**config.mk**
```make
export PLATFORM = sky130hd
export DESIGN_NAME = i2s_recorder
export DESIGN_NICKNAME = d
export VERILOG_FILES = /design/src/rtl/aud_pkg.sv /design/src/rtl/i2s_recorder.sv
export SDC_FILE = /design/constraint.sdc
export NUM_CORES = 1
export LEC_CHECK = 0
export BUFFER_PORTS_ARGS = -buffer_cell sky130_fd_sc_hd__buf_4
export CAP_MARGIN = 20
export CORE_MARGIN = 4
export CORE_UTILIZATION = 30
export DETAILED_ROUTE_END_ITERATION = 16
export PLACE_DENSITY = 0.44
export SLEW_MARGIN = 25
export SYNTH_ARGS = -nofsm -noshare
export SYNTH_HDL_FRONTEND = slang
export SYNTH_SLANG_ARGS = --single-unit
export TNS_END_PERCENT = 1
```
**constraint.sdc**
```tcl
create_clock -name i_clk -period 5.64 [get_ports i_clk]
set_input_delay 0.564 -clock i_clk [delete_from_list [all_inputs] [get_ports i_clk]]
set_output_delay 0.564 -clock i_clk [all_outputs]
set_load 0.02 [all_outputs]
```
**src/rtl/aud_pkg.sv**
```systemverilog
// Shared widths and FSM state encoding for the I2S audio recorder.
package aud_pkg;
  localparam int SAMPLE_W  = 16;
  localparam int ADDR_W    = 20;
  localparam int BIT_CNT_W = $clog2(SAMPLE_W);

  typedef enum logic [2:0] {
    IDLE,
    WAIT_LRC,
    SHIFT,
    WRITE,
    PAUSE
  } aud_state_t;
endpackage

```
**src/rtl/i2s_recorder.sv**
```systemverilog
// Captures the left-channel I2S sample of each frame and streams it to
// sequential SRAM words, with start/pause/resume/stop control.
module i2s_recorder
  import aud_pkg::*;
#(
  parameter logic [ADDR_W-1:0] MAX_ADDR = 20'hFFFFF
) (
  input  logic                i_clk,
  input  logic                i_rst_n,
  input  logic                i_lrc,
  input  logic                i_data,
  input  logic                i_start,
  input  logic                i_pause,
  input  logic                i_stop,
  output logic [ADDR_W-1:0]   o_address,
  output logic [SAMPLE_W-1:0] o_data,
  output logic                o_wr,
  output logic                o_busy,
  output logic                o_full
);

  aud_state_t            r_state;
  aud_state_t            w_state_next;
  logic                  r_lrc_d;
  logic [BIT_CNT_W-1:0]  r_bit_cnt;
  logic [SAMPLE_W-1:0]   r_shift;
  logic [SAMPLE_W-1:0]   r_data;
  logic [ADDR_W-1:0]     r_address;
  logic                  r_full;

  logic                  w_frame_start;
  logic                  w_last_bit;
  logic                  w_at_max;
  logic [SAMPLE_W-1:0]   w_shift_in;

  // Falling LRC marks the first (delay) slot of the left channel.
  assign w_frame_start = !i_lrc && r_lrc_d;
  assign w_last_bit    = (r_bit_cnt == BIT_CNT_W'(SAMPLE_W - 1));
  assign w_at_max      = (r_address == MAX_ADDR);
  assign w_shift_in    = {r_shift[SAMPLE_W-2:0], i_data};

  always_comb begin
    w_state_next = r_state;
    case (r_state)
      IDLE: begin
        if (i_start && !i_stop) w_state_next = WAIT_LRC;
      end
      WAIT_LRC: begin
        if (i_stop)              w_state_next = IDLE;
        else if (i_pause)        w_state_next = PAUSE;
        else if (w_frame_start)  w_state_next = SHIFT;
      end
      SHIFT: begin
        if (i_stop)              w_state_next = IDLE;
        else if (i_pause)        w_state_next = PAUSE;
        else if (w_last_bit)     w_state_next = WRITE;
      end
      WRITE: begin
        // The strobe cycle always completes; control pulses only pick the exit.
        if (w_at_max || i_stop)  w_state_next = IDLE;
        else if (i_pause)        w_state_next = PAUSE;
        else                     w_state_next = WAIT_LRC;
      end
      PAUSE: begin
        if (i_stop)              w_state_next = IDLE;
        else if (i_start)        w_state_next = WAIT_LRC;
      end
      default: w_state_next = IDLE;
    endcase
  end

  always_ff @(posedge i_clk or negedge i_rst_n) begin
    if (!i_rst_n) begin
      r_state   <= IDLE;
      r_lrc_d   <= 1'b1;
      r_bit_cnt <= '0;
      r_shift   <= '0;
      r_data    <= '0;
      r_address <= '0;
      r_full    <= 1'b0;
    end else begin
      r_state <= w_state_next;
      r_lrc_d <= i_lrc;
      case (r_state)
        IDLE: begin
          if (w_state_next == WAIT_LRC) begin
            r_address <= '0;
            r_full    <= 1'b0;
          end
        end
        WAIT_LRC: begin
          r_bit_cnt <= '0;
        end
        SHIFT: begin
          r_shift   <= w_shift_in;
          r_bit_cnt <= r_bit_cnt + 1'b1;
          if (w_state_next == WRITE) r_data <= w_shift_in;
        end
        WRITE: begin
          if (w_at_max) r_full    <= 1'b1;
          else          r_address <= r_address + 1'b1;
        end
        default: ;
      endcase
    end
  end

  assign o_address = r_address;
  assign o_data    = r_data;
  assign o_wr      = (r_state == WRITE);
  assign o_busy    = (r_state != IDLE);
  assign o_full    = r_full;

endmodule

```
==> flow_summary.ini <==
[routing]
viasPerCell = 5.03
drt_iter0_markers = 98
drc = 0
vias = 2202
ant_nets = 0
routed_wl_um = 6540
first_pass_iters = 4
wire_per_inst_um = 14.9

[clock_tree]
clk_latency_ps = 340
cts_tree = built
ctsResizeCount = 0
htreeDepth = 3
post_cts.repair.setup_buffers = 0
clock_sinks = 60
postCtsHoldBufs = 0
cts_root_buf = clkbuf_8
clk_pin_slew_ps = 70
cts.path.max_buffers = 2
cts_buffers = 9

[power]
switching_power_uw = 331
power_uw = 1080
pwr-share-comb_pct = 14.9
seq_power_share_pct = 49.1
p_sw_share_pct = 30.5
ir_drop_mv = 0.107
cellLeakagePower_uw = 0.00161
p_per_area_nw_per_um2 = 309
clock_power_share_pct = 36.0
intPower_uw = 753

[logic_synthesis]
syn-instance-count = 259
yosysSeqAreaShare_pct = 52.5
synth_ff_type = dfrtp_1
async_flop_share_pct = 100
synth_top_area_share_pct = 51.6
synth.most_common_cell = dfrtp_1
yosys_warnings = 0
syn_area_um2 = 2860
synth_area_leaders = dfrtp_1, mux2_1, mux2_2
synth_top_cell_by_area = dfrtp_1
synth_fp_nets = 268
ys_top_cells_by_count = dfrtp_1, mux2_1, a21oi_1
ys_types = 45
synth_edf_count = 0
synth_area_per_cell_um2 = 11.0
ys_ff_latch = 60

[floorplanning]
die-width_um = 106
row_count = 35
die_area_um2 = 11200
io_pins = 46
start_util_pct = 31.0
core-area_um2 = 9240
die_y_um = 106

[timing]
fin_skew_ps = 10.6
tightest_slew_ps = 759
setup_violations = 0
rsz0062_at_grt = no
slew_headroom_pct = 49.4
finalSetupTns_ps = 0
report.final.slew_viol_count = 0
report.final.hold_viol_count = 0
layout_min_cycle_time_ps = 2910
max_freq_ghz = 0.344
final.period_utilization_pct = 51.6

[place]
place_congestion = 0.757
dp_hpwl_um = 4380
io_buffers = 45

[critical_path]
crit_fanout = 25
rr_worst_depth = 4
startpoint_type = register
cp_data_arrival_time_ps = 2350
cp.required_ps = 5080
path_class = reg2out
endpoint_kind = output pin

[finish]
area_growth_pct = 22.9
final_layout_size_suffix_gt1_share_pct = 27.8
layout.nets = 313
n_antenna_cell = 0

[global_route]
grt_antenna_before_repair = 0
grt_overflow = 0
grt_pass1_vias = 2193
grt_max_degree = 61
grt_pass1_wl_um = 11000
grt_util_all_layers_pct = 12.3

[min_path]
worstHoldPathType = in2async

[status]
status = completed

[job]
drv_cap = 0
-- power by group through the flow --
| stage | registers (uW) | logic [uW] | clock network, uW |
|---|---|---|---|
| floorplan | 553 | 72.0 | 0 |
| global placement | 540 | 166 | 0 |
| detailed placement | 540 | 166 | 0 |
| CTS | 532 | 166 | 406 |
| global route | 541 | 178 | 424 |
| finish | 533 | 162 | 390 |
-- routing by layer --
layer | share of wire (%) | vias up | global-route usage [%]
li1 | - | 1068 | -
met1 | 51 | 1071 | 17.6
met2 | 43 | 49 | 17.5
met3 | 4.5 | 14 | 3.00
met4 | 1.7 | 0 | 5.27
met5 | 0 | - | 0
-- critical path: stages, from the launching register on --
cell and delay (ps):
dfrtp_1 640, and2_1 250, nand2_1 390, inv_2 500, buf_4 230
-- cells in the final DEF (no fill, tap or decap), types with 5 or more instances in the layout --
cell type  netlist  final
o21ai_1         13     13
mux2_1          21     21
dfrtp_1         59     59
a41oi_1          6      6
buf_4            0     47
nand4_1          7      7
clkbuf_8         0     10
nand3_1          8      8
nor3_1           5      5
nor2_1          13     13
a31oi_1         13     13
a21oi_1         18     18
mux2_2          10     10
o21ai_0         10     10
nand2_1         17     17
-- path summary, 6_finish.rpt --
| path | start | endpoint | slack [ps] |
|---|---|---|---|
| worst max-delay path | r_state[0]$_DFF_PN0_ | o_wr | 2730 |
| worst min-delay path | i_rst_n | o_data[4]$_DFFE_PN0P_ | 300 |
| worst max register to register | r_state[0]$_DFF_PN0_ | o_address[5]$_DFFE_PN0P_ | 3280 |
| worst min register to register | o_data[8]$_DFFE_PN0P_ | o_data[8]$_DFFE_PN0P_ | 480 |
| max in group asynchronous | i_rst_n | o_data[12]$_DFFE_PN0P_ | 4840 |
| min in group i_clk | i_lrc | r_lrc_d$_DFF_PN1_ | 340 |
-- layout make-up --
| cell class | instances | area, um2 |
|---|---|---|
| fillers | 920 | 5730 |
| flip-flops and latches | 60 | 1500 |
| multi-input cells | 181 | 1280 |
| repair buffers | 47 | 353 |
| well taps | 129 | 161 |
| clock buffers | 10 | 138 |
| clock inverters | 6 | 63.8 |
| inverters | 5 | 18.8 |
-- metrics by stage --
stage	area (um2)	utilization, %	setup WS (ps)	std cells	hold WS, ps
2_1_floorplan	2860	-	3520	259	268
6_report	3510	38.0	2730	438	300
3_5_place_dp	3310	35.9	3100	422	476
5_1_grt	3510	38.0	2550	438	321
4_1_cts	3510	38.0	2720	438	323
3_3_place_gp	3310	35.9	3160	422	469
-- cell families after synthesis --
family                     Yosys count  synth area share (%)
DFF                                 60                  52.5
muxes                               32                  12.6
and+or+nand+nor                     75                  14.8
buffers and inverters               18                  2.80
adders and majority gates            2                 0.875
AOI/OAI and AO/OA                   72                  16.4
-- state kept, by name, indices dropped and copies added, names as in the netlist --
name,count
o_data,16
o_address,20
r_bit_cnt,4
r_shift,15
o_full,1
r_state,3
r_lrc_d,1
(Power assumes the default switching activity.)
